[config.mk]
export PLATFORM = sky130hd
export DESIGN_NAME = motor_drive_ctrl
export DESIGN_NICKNAME = d
export VERILOG_FILES = /design/src/rtl/motor_drive_ctrl.sv
export SDC_FILE = /design/constraint.sdc
export NUM_CORES = 1
export LEC_CHECK = 0
export CORE_AREA = 2 2 70 72
export DETAILED_ROUTE_END_ITERATION = 8
export DIE_AREA = 0 0 72 74
export GPL_TIMING_DRIVEN = 1
export PLACE_DENSITY = 0.87
export SLEW_MARGIN = 40
export SYNTH_ARGS = -nofsm -noshare
export SYNTH_HDL_FRONTEND = slang
export SYNTH_SLANG_ARGS = --single-unit
[constraint.sdc]
create_clock -name clk -period 5.6 [get_ports clk]
set_input_delay 1.12 -clock clk [delete_from_list [all_inputs] [get_ports clk]]
set_output_delay 1.12 -clock clk [all_outputs]
set_load 0.005 [all_outputs]
[src/rtl/motor_drive_ctrl.sv]
// H-bridge motor drive controller: command handshake, direction FSM with
// dead-time insertion on reversal, timed rotate mode and a PWM enable chopper.
module motor_drive_ctrl #(
    parameter int PWM_W    = 8,
    parameter int DEAD_CYC = 4,
    parameter int ROT_CYC  = 1000
) (
    input  logic             clk,
    input  logic             rst_n,
    input  logic             cmd_valid,
    input  logic [2:0]       cmd,
    input  logic [PWM_W-1:0] duty,
    input  logic             estop,
    output logic             cmd_ready,
    output logic             S1,
    output logic             S2,
    output logic             pwm,
    output logic             busy,
    output logic             err
);

    localparam int TMR_W = (ROT_CYC > 1) ? $clog2(ROT_CYC) : 1;
    localparam int DED_W = (DEAD_CYC > 1) ? $clog2(DEAD_CYC) : 1;

    localparam logic [TMR_W-1:0] TMR_LOAD = TMR_W'(ROT_CYC - 1);
    localparam logic [TMR_W-1:0] TMR_ONE  = TMR_W'(1);
    localparam logic [DED_W-1:0] DED_LOAD = DED_W'(DEAD_CYC - 1);
    localparam logic [DED_W-1:0] DED_ONE  = DED_W'(1);
    localparam logic [PWM_W-1:0] CNT_ONE  = PWM_W'(1);

    localparam logic [2:0] CMD_ROTATE = 3'd4;

    typedef enum logic [1:0] {
        IDLE,
        RUN,
        ROT,
        DEAD
    } state_t;

    state_t             state, state_nx;
    logic [1:0]         dir_q, dir_nx;
    logic [PWM_W-1:0]   duty_q, duty_nx;
    logic [PWM_W-1:0]   cnt_q, cnt_nx;
    logic [TMR_W-1:0]   tmr_q, tmr_nx;
    logic [DED_W-1:0]   ded_q, ded_nx;
    logic               pend_rot_q, pend_rot_nx;
    logic [1:0]         pend_dir_q, pend_dir_nx;
    logic [PWM_W-1:0]   pend_duty_q, pend_duty_nx;
    logic               pwm_q, pwm_nx;
    logic               err_q, err_nx;

    logic               accept;
    logic [1:0]         new_dir;
    logic               new_rot;
    logic               illegal;

    // Bridge line code per command; illegal codes map to 00 so they act as STOP.
    function automatic logic [1:0] dir_of(input logic [2:0] c);
        case (c)
            3'd1:       dir_of = 2'b11;
            3'd2:       dir_of = 2'b01;
            3'd3, 3'd4: dir_of = 2'b10;
            default:    dir_of = 2'b00;
        endcase
    endfunction

    assign cmd_ready = (state != DEAD) && !estop;
    assign accept    = cmd_valid && cmd_ready;
    assign new_dir   = dir_of(cmd);
    assign new_rot   = (cmd == CMD_ROTATE);
    assign illegal   = (cmd > CMD_ROTATE);
    assign cnt_nx    = cnt_q + CNT_ONE;

    always_comb begin
        state_nx     = state;
        dir_nx       = dir_q;
        duty_nx      = duty_q;
        tmr_nx       = tmr_q;
        ded_nx       = ded_q;
        pend_rot_nx  = pend_rot_q;
        pend_dir_nx  = pend_dir_q;
        pend_duty_nx = pend_duty_q;
        err_nx       = 1'b0;

        if (estop) begin
            state_nx = IDLE;
            dir_nx   = 2'b00;
            tmr_nx   = '0;
            ded_nx   = '0;
        end else if (accept) begin
            err_nx = illegal;
            if (new_dir == 2'b00) begin
                state_nx = IDLE;
                dir_nx   = 2'b00;
                tmr_nx   = '0;
            end else if (state == IDLE || new_dir == dir_q) begin
                // Same bridge code (or leaving 00): no reversal, so no dead time.
                state_nx = new_rot ? ROT : RUN;
                dir_nx   = new_dir;
                duty_nx  = duty;
                tmr_nx   = new_rot ? TMR_LOAD : '0;
            end else begin
                state_nx     = DEAD;
                dir_nx       = 2'b00;
                ded_nx       = DED_LOAD;
                tmr_nx       = '0;
                pend_rot_nx  = new_rot;
                pend_dir_nx  = new_dir;
                pend_duty_nx = duty;
            end
        end else begin
            case (state)
                ROT: begin
                    if (tmr_q == '0) begin
                        state_nx = IDLE;
                        dir_nx   = 2'b00;
                    end else begin
                        tmr_nx = tmr_q - TMR_ONE;
                    end
                end
                DEAD: begin
                    if (ded_q == '0) begin
                        state_nx = pend_rot_q ? ROT : RUN;
                        dir_nx   = pend_dir_q;
                        duty_nx  = pend_duty_q;
                        tmr_nx   = pend_rot_q ? TMR_LOAD : '0;
                    end else begin
                        ded_nx = ded_q - DED_ONE;
                    end
                end
                default: ;
            endcase
        end

        // pwm is computed from next-cycle values so it stays aligned with the
        // registered state, counter and duty it is derived from.
        pwm_nx = ((state_nx == RUN) || (state_nx == ROT)) && (cnt_nx < duty_nx);
    end

    always_ff @(posedge clk or negedge rst_n) begin
        if (!rst_n) begin
            state       <= IDLE;
            dir_q       <= 2'b00;
            duty_q      <= '0;
            cnt_q       <= '0;
            tmr_q       <= '0;
            ded_q       <= '0;
            pend_rot_q  <= 1'b0;
            pend_dir_q  <= 2'b00;
            pend_duty_q <= '0;
            pwm_q       <= 1'b0;
            err_q       <= 1'b0;
        end else begin
            state       <= state_nx;
            dir_q       <= dir_nx;
            duty_q      <= duty_nx;
            cnt_q       <= cnt_nx;
            tmr_q       <= tmr_nx;
            ded_q       <= ded_nx;
            pend_rot_q  <= pend_rot_nx;
            pend_dir_q  <= pend_dir_nx;
            pend_duty_q <= pend_duty_nx;
            pwm_q       <= pwm_nx;
            err_q       <= err_nx;
        end
    end

    assign S1   = dir_q[1];
    assign S2   = dir_q[0];
    assign pwm  = pwm_q;
    assign busy = (state != IDLE);
    assign err  = err_q;

endmodule

=== After elaboration in Yosys (flattened, before gate mapping) ===
Cells that the tools add are included.
W data, S select, Z words.

* Bits in registers: 45
* Bits of input ports: 15
* Output and inout port bits: 6
* Logic and storage cells: 93

* Add/subtract/negate cells: 3
* $lt $le $gt $ge: 2
* Eq/ne operators: 16
* Multiplexer cells: 40
* Bitwise operators: 3
* Reduce and logical (&&, ||, !) cells: 18

{| class="wikitable"
|+ Operator list
! operator !! number
|-
| $mux W10 || 8
|-
| $mux W8 || 6
|-
| $mux W2 || 20
|-
| $pmux W10 S2 || 1
|-
| $ne A4 B4 Y1 const B || 3
|-
| $logic_not A10 Y1 || 1
|-
| $sub A10 B1 Y10 const B || 1
|-
| $ne A3 B3 Y1 const B || 3
|-
| $add A8 B1 Y8 const B || 1
|-
| $lt A8 B8 Y1 || 1
|-
| $pmux W2 S2 || 2
|-
| $reduce_and A4 Y1 || 2
|-
| $eq A2 B2 Y1 const B || 3
|-
| $eq A3 B2 Y1 const B || 2
|-
| $logic_not A2 Y1 || 3
|-
| $pmux W2 S3 || 1
|-
| $reduce_and A3 Y1 || 2
|-
| $reduce_bool A4 Y1 || 1
|-
| $eq A3 B1 Y1 const B || 1
|-
| $eq A3 B3 Y1 const B || 1
|-
| $gt A3 B3 Y1 const B || 1
|-
| $logic_and A1 B1 Y1 || 3
|-
| $not A1 Y1 || 3
|-
| $reduce_bool A3 Y1 || 1
|-
| other kinds (9) || 11
|}

=== Logic depth before layout (Yosys ltp) ===
* Depth after elaboration: 12
* Gate-level depth with buffers: 16
* Mapped depth without buffers: 14

=== Least setup slack after synthesis ===
No wires, ideal clock.

* Path kind: input to register
* From: input cmd[1]
* To: register pwm_q, in the netlist pwm
* Setup time: 0.125 ns
* Arrival: 3.788 ns
* Required time: 5.475 ns
* Path slack: 1.687 ns
* Cell stages on the path: 15
* Buffers on the path: 2
* Cell sequence: buf_2 -> xor2_1 -> nand3_1 -> a21o_1 -> a21o_1 -> a21o_1 -> clkbuf_1 -> a221oi_1 -> ha_1 -> a21oi_1 -> nor2b_1 -> o21ai_0 -> o21ai_0 -> a211o_1 -> a2111oi_0

* Word-level cells in the longest chain between the ends: 12
* Elaborated cells on any way between the ends: 23
* Classes of those cells: 1 x order compare; 7 x eq/ne; 10 x mux; 5 x reduce/logical

{| class="wikitable"
|+ RTL lines
! what !! RTL line !! RTL
|-
| start, declared || 11 || <nowiki>input logic [2:0] cmd,</nowiki>
|-
| branches (longest 11 deep; another with $lt A8 B8 Y1) || - ||
|-
| $logic_and A1 B1 Y1 (*) || 137 || <nowiki>pwm_nx = ((state_nx == RUN) || (state_nx == ROT)) && (cnt_nx < duty_nx);</nowiki>
|-
| named net pwm_nx || 49 || <nowiki>logic pwm_q, pwm_nx;</nowiki>
|-
| end signal, assigned || 163 || <nowiki>pwm_q <= pwm_nx;</nowiki>
|-
| end, declared || 49 ||
|}

Mark *: on every way through the listed nets, which the timed path passes.
A chain may end at the register's enable or synchronous reset.

=== Final worst setup path ===
Same ends and word-level chain as after synthesis.

==> results.yml <==
global_routing:
  grt_max_degree: 46
  grt_pass1_vias: 2018
  gr-total-overflow: 0
  antenna_found_initial: 0
  grtUsageTotal_pct: 23.0
  grt_pass1_wl_um: 9400
critical_path:
  cpPeakStageDelay_ns: 0.62
  timing.setup.critical_path_class: "input pin to register"
  start_kind: "input pin"
  worst_ep_required_time_ns: 5.76
  critPathArrivalTime_ns: 4.58
  crit_slowest_cell: "clkdlybuf4s50_1"
  cp_common_cell: "a21o_1"
  worst-path-max-fanout: 14
  endpoint_kind: "register"
  crit_family: "compound AO/OA/AOI/OAI gates"
  path_cells: "clkdlybuf4s50_1, xor2_1, nand3_1, a21o_1, a21o_1, a21o_1, a221oi_1, ha_1, nor2b_1, o21ai_0, o21ai_0, a211o_1, a2111oi_0"
  critPathBufInv: 1
die:
  die_h_um: 74
  pin_count: 21
  fp.coreArea_mm2: 0.00460
  die_x_um: 72
  start_util_pct: 57.6
  fp-row-count: 25
  die-area_mm2: 0.00533
cts:
  clkSinkCount: 45
  cts_max_level: 2
  post_cts_resized: 0
  post-cts-setup-buffer-count: 0
  holdBufCountCts: 0
  cts_buffers: 5
  worstSkewPairLatency_ns: 0.30
  clockBufferDepth: 2
  clkTransAtPathRegs_ns: 0.08
  root_buffer: "clkbuf_8"
  cts_tree: "yes"
power:
  p_total_uw: 896
  vdd_drop_max_mv: 0.260
  cellLeakagePower_uw: 0.00135
  powerDensity_mw_per_mm2: 305
synthesis:
  syn_inst: 271
  synth_area_leader_cell: "dfrtp_1"
  synth_top_flop_cell: "dfrtp_1"
  synth_seq_cells: 45
  syn_area_mm2: 0.00265
  synth.avg_cell_area_um2: 9.77
  yosysWarnings: 0
  synth_edf_count: 0
  ys_seq_area_share_pct: 42.5
  synth_common_cells: "45 x dfrtp_1, 23 x nor2_1, 16 x a21oi_1, 15 x nand2_1, 14 x inv_1"
  ys_top_cells_by_area: "dfrtp_1 43%, ha_1 4.7%, mux2_2 3.8%, a221o_1 3.8%, nor2_1 3.3%"
  postSynth.asyncResetShare_pct: 100
  synth_most_common_cell: "dfrtp_1"
  synth_top_area_share_pct: 42.5
  synthesis.nets: 296
  ys_types: 53
cells_and_area:
  regArea_mm2: 0.00113
  num_antenna_cells: 0
  fillCellCount: 362
  drive_gt1_share_pct: 9.86
  area_growth_pct: 11.0
  multi_input_area_mm2: 0.00139
  fin_nets: 308
timing:
  setup_viol: 0
  totalNegativeSetupSlack_ns: 0
  max_slew_margin_pct: 47.1
  timing.final.crit_share_pct: 78.9
  finalMaxSlewViolations: 0
  final.min_clock_period_ns: 4.42
  final-hold-violation-count: 0
  max_slew.worst_pin.slew_ns: 0.792
  fin_skew_ns: 0.00951
  timing.fmax_mhz: 226
  rsz0062_at_grt: "false"
detailed_routing:
  wire_per_inst_um: 16.5
  viasPerCell: 6.27
  drc: 0
  drt_iter0_drc: 149
  dr.pass1.iters: 5
  ant_nets: 0
  vias: 2120
  drt-total-wl_um: 5580
placed_design:
  place_congestion: 0.925
  port-buffer-count: 20
  hpwl_um: 4070
run:
  cap_violations: 0
min_path:
  hp-class: "register to register"
status:
  status: "finished, final reports clean"
-- cells by family after synthesis --
kind of cell | share of synthesized area (%)
AOI/OAI and AO/OA | 21.6
xor gates and xnor gates | 4.30
adders and majority gates | 4.72
buffers and inverters | 5.20
DFF | 42.5
muxes | 4.20
and+or+nand+nor | 17.5
-- metal layers --
layer	up-vias	track usage, %	wire length, µm
met5	-	0	0
met4	0	9.85	76
li1	1022	-	-
met1	1021	31.0	2530
met2	68	36.2	2670
met3	9	5.28	309
-- final timing paths --
path	slack (ns)	cells past startpoint	startpoint	to
max in group asynchronous	4.41	1	rst_n	cnt_q[7]
worst min-delay path	0.50	1	cnt_q[7]	cnt_q[7]
worst max register to register	2.17	13	state[1]	pwm
min in group asynchronous	0.81	1	rst_n	err
worst max-delay path	1.18	13	cmd[1]	pwm
worst min register to register	0.50	1	cnt_q[7]	cnt_q[7]
-- layout make-up --
type,instances,share of cell area [%]
tap,54,2.30
inverter,14,1.79
clock inverter,2,0.468
sequential,45,38.3
clock buffer,6,2.81
multi-input combinational,196,47.3
timing repair buffer,21,6.98
-- stage by stage --
stage	setup slack (ns)	hold slack (ns)	utilization (%)	instances	instance area, µm²
after detailed placement	0.945	0.490	61.8	330	2840
after global placement	1.14	0.467	61.6	330	2830
final	1.18	0.502	63.9	338	2940
after global routing	0.800	0.513	63.9	338	2940
after CTS	1.24	0.509	63.9	338	2940
after floorplan	1.69	0.443	-	271	2650
-- sequential cells by signal, summed over array words and instances (netlist names) --
| name | cells |
|---|---|
| cnt_q | 8 |
| ded_q | 2 |
| dir_q | 2 |
| duty_q | 8 |
| err | 1 |
| pend_dir_q | 2 |
| pend_duty_q | 8 |
| pend_rot_q | 1 |
| pwm | 1 |
| state | 2 |
| tmr_q | 10 |
-- cell usage in the layout (no fill, tap or decap), drive strengths merged, types with 7 or more instances in the layout --
| cell type | instances |
|---|---|
| dfrtp | 45 |
| mux2 | 9 |
| nor2 | 24 |
| xor2 | 7 |
| clkdlybuf4s50 | 19 |
| ha | 10 |
| a21oi | 16 |
| nand2 | 15 |
| a221o | 10 |
| a221oi | 7 |
| inv | 14 |
| o21ai | 13 |
| and3 | 7 |
-- worst register-to-register path, delay by kind of cell (launching register included) --
family                     cells  cell delay, ns
DFF                            1            0.46
adders and majority gates      1            0.31
buffers and inverters          1            0.10
and+or+nand+nor                2            0.34
AOI/OAI and AO/OA              9            2.10
-- report_power, final --
| part | internal (µW) | switching (µW) | leakage, µW |
|---|---|---|---|
| logic | 129 | 122 | 0.000725 |
| registers | 388 | 47.9 | 0.000574 |
| clock network | 100 | 110 | 0.0000512 |
| total | 617 | 279 | 0.00135 |
(Power assumes the default switching activity.)
